`config.mk`:
```
export PLATFORM = sky130hd
export DESIGN_NAME = vga_vram_arbiter
export DESIGN_NICKNAME = d
export VERILOG_FILES = /design/src/rtl/vga_vram_arbiter.sv
export SDC_FILE = /design/constraint.sdc
export NUM_CORES = 1
export LEC_CHECK = 0
export BUFFER_PORTS_ARGS = -buffer_cell sky130_fd_sc_hd__buf_4
export CORE_MARGIN = 4
export CORE_UTILIZATION = 30
export CTS_BUF_LIST = sky130_fd_sc_hd__clkbuf_2 sky130_fd_sc_hd__clkbuf_4 sky130_fd_sc_hd__clkbuf_8
export DETAILED_ROUTE_END_ITERATION = 7
export HOLD_SLACK_MARGIN = 0.1
export PLACE_DENSITY = 0.54
export SLEW_MARGIN = 20
export SYNTH_ARGS = -nofsm -noshare
export SYNTH_HDL_FRONTEND = slang
export SYNTH_SLANG_ARGS = --single-unit
```
`constraint.sdc`:
```
create_clock -name Clock -period 4.37 [get_ports Clock]
set_input_delay 0.874 -clock Clock [delete_from_list [all_inputs] [get_ports Clock]]
set_output_delay 0.874 -clock Clock [all_outputs]
set_load 0.02 [all_outputs]
```
`src/rtl/vga_vram_arbiter.sv`:
```
// Single-port frame-buffer arbiter: scanout reads win every cycle they ask,
// buffered pixel writes drain through a small FIFO whenever the RAM is free.
module vga_vram_arbiter #(
    parameter int ADDR_W     = 19,
    parameter int DATA_W     = 3,
    parameter int FIFO_DEPTH = 4,
    parameter int PTR_W      = 2
) (
    input  logic              Clock,
    input  logic              Reset,
    input  logic              iPixReq,
    input  logic [ADDR_W-1:0] iPixAddr,
    output logic              oPixValid,
    output logic [DATA_W-1:0] oPixData,
    input  logic              iWrEnable,
    input  logic [ADDR_W-1:0] iWrAddr,
    input  logic [DATA_W-1:0] iWrColor,
    output logic              oWrFull,
    output logic              oWrOverflow,
    output logic [PTR_W:0]    oPendingCount,
    output logic [ADDR_W-1:0] oRamAddr,
    output logic              oRamWe,
    output logic [DATA_W-1:0] oRamWData,
    input  logic [DATA_W-1:0] iRamRData
);

    localparam logic [PTR_W:0]   C_DEPTH   = (PTR_W+1)'(FIFO_DEPTH);
    localparam logic [PTR_W:0]   C_CNT_ONE = 1;
    localparam logic [PTR_W-1:0] C_PTR_ONE = 1;

    typedef enum logic [1:0] {
        GRANT_IDLE  = 2'd0,
        GRANT_READ  = 2'd1,
        GRANT_WRITE = 2'd2
    } grant_t;

    grant_t w_grant;

    logic [ADDR_W-1:0] r_fifo_addr [FIFO_DEPTH];
    logic [DATA_W-1:0] r_fifo_data [FIFO_DEPTH];
    logic [PTR_W-1:0]  r_wr_ptr;
    logic [PTR_W-1:0]  r_rd_ptr;
    logic [PTR_W:0]    r_count;
    logic              r_full;
    logic              r_overflow;
    logic              r_rd_s1;
    logic              r_rd_s2;
    logic              r_pix_valid;
    logic [DATA_W-1:0] r_pix_data;
    logic [ADDR_W-1:0] r_ram_addr;
    logic              r_ram_we;
    logic [DATA_W-1:0] r_ram_wdata;

    logic              w_push;
    logic              w_pop;
    logic [PTR_W:0]    w_count_next;

    // Full is looked at as registered, so a pop in the same edge cannot rescue a push.
    assign w_push = iWrEnable & ~r_full;
    assign w_pop  = (w_grant == GRANT_WRITE);

    always_comb begin
        w_grant = GRANT_IDLE;
        if (iPixReq)
            w_grant = GRANT_READ;
        else if (r_count != '0)
            w_grant = GRANT_WRITE;
    end

    always_comb begin
        w_count_next = r_count;
        case ({w_push, w_pop})
            2'b10:   w_count_next = r_count + C_CNT_ONE;
            2'b01:   w_count_next = r_count - C_CNT_ONE;
            default: w_count_next = r_count;
        endcase
    end

    always_ff @(posedge Clock) begin
        if (Reset) begin
            r_wr_ptr    <= '0;
            r_rd_ptr    <= '0;
            r_count     <= '0;
            r_full      <= 1'b0;
            r_overflow  <= 1'b0;
            r_rd_s1     <= 1'b0;
            r_rd_s2     <= 1'b0;
            r_pix_valid <= 1'b0;
            r_pix_data  <= '0;
            r_ram_addr  <= '0;
            r_ram_we    <= 1'b0;
            r_ram_wdata <= '0;
        end else begin
            case (w_grant)
                GRANT_READ: begin
                    r_ram_addr <= iPixAddr;
                    r_ram_we   <= 1'b0;
                end
                GRANT_WRITE: begin
                    r_ram_addr  <= r_fifo_addr[r_rd_ptr];
                    r_ram_wdata <= r_fifo_data[r_rd_ptr];
                    r_ram_we    <= 1'b1;
                end
                default: r_ram_we <= 1'b0;
            endcase

            if (w_push) r_wr_ptr <= r_wr_ptr + C_PTR_ONE;
            if (w_pop)  r_rd_ptr <= r_rd_ptr + C_PTR_ONE;
            r_count <= w_count_next;
            r_full  <= (w_count_next == C_DEPTH);
            if (iWrEnable && r_full) r_overflow <= 1'b1;

            // RAM answers one cycle after it sees the address, so capture on the second stage.
            r_rd_s1     <= (w_grant == GRANT_READ);
            r_rd_s2     <= r_rd_s1;
            r_pix_valid <= r_rd_s2;
            if (r_rd_s2) r_pix_data <= iRamRData;
        end
    end

    always_ff @(posedge Clock) begin
        if (!Reset && w_push) begin
            r_fifo_addr[r_wr_ptr] <= iWrAddr;
            r_fifo_data[r_wr_ptr] <= iWrColor;
        end
    end

    assign oPixValid     = r_pix_valid;
    assign oPixData      = r_pix_data;
    assign oWrFull       = r_full;
    assign oWrOverflow   = r_overflow;
    assign oPendingCount = r_count;
    assign oRamAddr      = r_ram_addr;
    assign oRamWe        = r_ram_we;
    assign oRamWData     = r_ram_wdata;

endmodule

```
* Word-level counts from Yosys, hierarchy flattened
Memories as Yosys holds them, arrays and structs flattened. A register that Yosys moved wholly into a read port is not among the register bits.
Index checks and enable logic that the tools add are counted.
** Cells by class
- Mux-type cells :: 9
- $add $sub $neg :: 4
- Reduce and logical (&&, ||, !) cells :: 5
- Equal/unequal tests :: 5
- Bitwise logic cells :: 2
** Operator list (count)
- $pmux 19 s2 :: 1
- $mux 2 :: 4
- $pmux 3 s2 :: 1
- $add 2x1->2 const B :: 2
- $eq 2x1->1 const B :: 2
- $eq 2x2->1 const B :: 2
- $add 3x1->3 const B :: 1
- $eq 3x3->1 const B :: 1
- $mux 1 :: 3
- $reduce_bool 3->1 :: 1
- $sub 3x1->3 const B :: 1
- $logic_and 1x1->1 :: 2
- $reduce_bool 2->1 :: 1
- $and 1x1->1 :: 1
- $logic_not 1->1 :: 1
- $not 1->1 :: 1
** Word-level totals
- Input port bits :: 48
- Flip-flop bits (word level) :: 35
- Bits in writable memories :: 88
- Logic and storage cells :: 38
- Output and inout bits :: 32
- Memories kept :: 2
** Memory list
- r_fifo_addr :: words 4, bits a word 19, read ports 1, clocked after Yosys merged registers in 1, wr ports 1, RTL line 39 : logic [ADDR_W-1:0] r_fifo_addr [FIFO_DEPTH];
- r_fifo_data :: words 4, bits a word 3, read ports 1, clocked after Yosys merged registers in 1, wr ports 1, RTL line 40 : logic [DATA_W-1:0] r_fifo_data [FIFO_DEPTH];

* Longest topological paths before layout
- Depth in word-level cells :: 7
- Gate-level depth with buffers :: 8
- Mapped depth without buffers :: 8

* Least setup slack after synthesis
Ideal clock, no wire load.
- Path kind :: input to register
- Start :: input port iPixReq
- End :: register r_full (netlist: oWrFull)
- Library setup time :: 86 ps
- Arrival :: 2518 ps
- Required time :: 4284 ps
- Stages on the path :: 8
- Setup slack :: 1767 ps
- Buffers on the path :: 1
- Cell sequence :: buf_2 nor2_1 ha_1 inv_1 fa_1 xor2_1 or3_1 a211oi_1
** On the way
- Word-level cells in the longest chain between the ends :: 5
- Elaborated cells on any way between the ends :: 6
- Classes of those cells :: 4 x eq/ne; 2 x mux
** RTL lines
- start: declaration :: RTL line 11 : input logic iPixReq,
- $mux 2 * :: RTL line 64 : if (iPixReq)
- $eq 2x2->1 * :: RTL line 60 : assign w_pop = (w_grant == GRANT_WRITE);
- net w_pop :: RTL line 55 : logic w_pop;
- $eq 2x1->1 / $eq 2x2->1 (equally long branches) :: RTL line 72 : case ({w_push, w_pop})
- $pmux 3 s2 * :: RTL line 72
- $eq 3x3->1 * :: RTL line 110 : r_full <= (w_count_next == C_DEPTH);
- end signal: assignment :: RTL line 110
- end: declaration :: RTL line 44 : logic r_full;
Mark *: on every way through the listed nets, which the timed path passes. The rest lies on a longest branch.
A chain may end at the register's enable or synchronous reset.

* Final worst setup path
- Start :: register r_count[0] (netlist: oPendingCount[0])
- End :: register r_full (netlist: oWrFull)
** On the way
- Word-level cells in the longest chain between the ends :: 7
- Elaborated cells on any way between the ends :: 10
- Classes of those cells :: 2 x add/sub; 4 x eq/ne; 3 x mux; 1 x reduce/logical
** RTL lines
- start: declaration :: RTL line 43 : logic [PTR_W:0] r_count;
- start signal: assignment :: RTL line 109 : r_count <= w_count_next;
- $reduce_bool 3->1 * :: RTL line 66 : else if (r_count != '0)
- $mux 2 * :: RTL line 66
- $mux 2 * :: RTL line 64
- $eq 2x2->1 * :: RTL line 60
- net w_pop :: RTL line 55
- $eq 2x1->1 / $eq 2x2->1 (equally long branches) :: RTL line 72
- $pmux 3 s2 * :: RTL line 72
- $eq 3x3->1 * :: RTL line 110
Marks and branches as above.

==> impl_metrics.ini <==
[status]
status = finished, final reports clean

[clock_network]
htree_levels = 4
cts_tree = yes
post_cts_buffers = 0
cts_sinks = 128
clk_latency_ns = 0.43
cts-buffers-inserted = 17
cts.clk_slew.worst_paths_ns = 0.07
cts_max_path_buffers = 2
clock_tree.root_cell = clkbuf_8
ctsResizeCount = 0
ctsHoldBuffers = 0

[final_layout]
final_area_um2 = 6080
seq_area_um2 = 3440
syn_to_final_growth_pct = 26.5
multi_input_area_um2 = 1260
antennaDiodeCount = 0
finalNetCount = 411
layout-drive-gt1-share = 0.359
fillers = 1520
final_cell_count_no_fill = 586

[global_routing]
antenna_found_initial = 0
grt_util_all_layers = 0.118
grt_pass1_vias = 2768
grt_pass1_wl_mm = 15.6
gr-total-overflow = 0
grt_max_degree = 24

[sta]
period_share = 0.529
rsz0062_at_grt = false
setup_viol = 0
clock_skew_ns = 0.00962
drv_slew = 0
fin_hold_ws_ns = 0.435
fin_tns_setup_ns = 0
min_period_ns = 2.31
hold_viol_final = 0
fmax_mhz = 433
worst_pin_slew_ns = 1.08
slew_headroom = 0.282

[placement]
io_buffers = 79
place_hpwl_mm = 6.23
place_area_um2 = 5630
routabilityCongestion = 0.689
dpl.cell_count = 554

[detailed_routing]
drt_pass1_iterations = 4
drc = 0
totalWireLength_mm = 10.3
wl_per_cell_um = 17.5
vias = 2675
drt_iter0_markers = 119
ant_nets = 0
viasPerCell = 4.56

[worst_setup_path]
r2r-start = oPendingCount[0]
path_max_fanout = 7
r2r-end = oWrFull
critPathArrivalTime_ns = 2.66
cp-start-kind = register
cp-end-kind = register
criticalPathCategory = reg -> reg
ff2ff_setup_slack_ns = 2.06
worstPathRequired_ns = 4.72
ff2ff_path_depth = 8

[floorplanning]
placementRows = 46
io_pins = 80
core-area_um2 = 15800
die-area_um2 = 18100
initial_core_util = 0.305
die_w_um = 135
fp.dieH_um = 135

[synth]
syn_area_um2 = 4810
yosys_register_bits = 128
synth_nets = 320
ys_top_cells_by_area = edfxtp_1 (55%), dfxtp_1 (17%), mux4_2 (6.1%)
synth_area_per_cell_um2 = 18.1
synth-async-reset-ratio = 0
netlist.area_leader.share = 0.550
synth_edf_count = 88
synthCells = 266
yosysTopAreaCell = edfxtp_1
synthFlopType = edfxtp_1
ys_types = 34
yosys_warnings = 0
synth_seq_area_share = 0.716

[power]
power_density_nw_per_um2 = 542
p_total_mw = 3.30
p_leak_nw = 2.27
ir_worst_vdd_mv = 0.283

[hold_path]
hold_class = reg -> reg
min_from = r_rd_s1
whs_endpoint = r_rd_s2
whs_path_depth = 1

[flow_run]
maxCapViolCount = 0
-- worst max-delay path, stage by stage (launching register included) --
cell	delay [ns]
dfxtp_1	0.47
nor3_1	0.15
nor2_1	0.25
ha_1	0.23
inv_1	0.06
fa_1	0.37
xor2_1	0.16
or3_1	0.32
a211oi_1	0.22
-- Yosys cell counts, types with 2 or more instances --
| cell type | n |
|---|---|
| dfxtp_1 | 40 |
| xor2_1 | 2 |
| o2bb2ai_1 | 3 |
| nor3_1 | 2 |
| nand2_1 | 2 |
| buf_2 | 4 |
| nor2_1 | 10 |
| and2_1 | 4 |
| edfxtp_1 | 88 |
| a221o_1 | 19 |
| and3_1 | 19 |
| nand2b_1 | 3 |
| inv_1 | 7 |
| clkbuf_1 | 5 |
| or3_1 | 2 |
| a21oi_1 | 6 |
| mux4_2 | 13 |
| ha_1 | 5 |
| o21ai_0 | 2 |
| mux2i_1 | 3 |
| nor2b_1 | 5 |
| mux4_1 | 9 |
| a211oi_1 | 2 |
-- flip-flops by register name (all words and copies together) (netlist names), named ones only --
register / count
oRamWe: 1
oWrOverflow: 1
r_rd_s2: 1
oPixData: 3
oPendingCount: 3
r_wr_ptr: 2
oPixValid: 1
r_fifo_addr: 76
oWrFull: 1
oRamWData: 3
r_fifo_data: 12
r_rd_ptr: 2
r_rd_s1: 1
oRamAddr: 19
-- power by group --
group	internal, mW	switching, mW
Combinational	0.323	0.362
Sequential	1.42	0.0815
Clock	0.681	0.431
-- worst max path at each step --
stage,from,end,slack (ns),cells after the start
2_1_floorplan,iPixReq,oWrFull,1.77,8
3_3_place_gp,iPixReq,oWrFull,1.66,8
3_5_place_dp,iPixReq,oWrFull,1.64,8
4_1_cts,oPendingCount[0],oWrFull,2.03,8
5_1_grt,oPendingCount[0],oWrFull,1.81,8
6_report,oPendingCount[0],oWrFull,2.06,8
-- cell type report --
cell class / instances / share of cell area
repair buffers: 85 / 0.105
well taps: 216 / 0.0444
clock buffers: 27 / 0.0570
inverters: 7 / 0.00432
multi-input cells: 118 / 0.207
clock inverters: 5 / 0.0165
flip-flops and latches: 128 / 0.566
-- per-layer routing --
layer,GRT usage,part of all wire,vias to the layer above
met5,0,0,-
li1,-,-,1250
met2,0.183,0.48,70
met3,0.0421,0.056,14
met4,0.0509,0.017,0
met1,0.150,0.45,1341
-- logic make-up (layout without fill, tap and decap cells) --
family | Yosys count | after routing | share of synthesized area
mux | 25 | 25 | 0.116
flops | 128 | 128 | 0.716
simple gates | 50 | 50 | 0.0617
buf+inv | 20 | 124 | 0.0237
compound gates | 34 | 34 | 0.0596
fa+ha+maj | 6 | 6 | 0.0172
xor+xnor | 3 | 3 | 0.00547
-- per-stage QoR --
stage | setup slack [ns] | utilization
after floorplan | 1.77 | -
after global placement | 1.66 | 0.357
after detailed placement | 1.64 | 0.357
after CTS | 2.03 | 0.385
after global routing | 1.81 | 0.386
final | 2.06 | 0.386
-- placed cells by master (no fill, tap or decap), types with 2 or more instances in the layout --
cell type	count
ha_1	5
nor2_1	10
mux4_1	9
or3_1	2
dfxtp_1	40
and2_1	4
clkinv_2	2
nand2_1	2
and3_1	19
nor2b_1	4
a21oi_1	6
nand2b_1	3
inv_1	7
a211oi_1	2
nor3_1	2
o21ai_0	2
buf_4	85
edfxtp_1	88
clkbuf_4	4
clkbuf_8	23
mux4_2	13
xor2_1	2
o2bb2ai_1	3
mux2i_1	3
bufinv_16	3
a221o_1	19
Power figures use the tool's default switching activity.
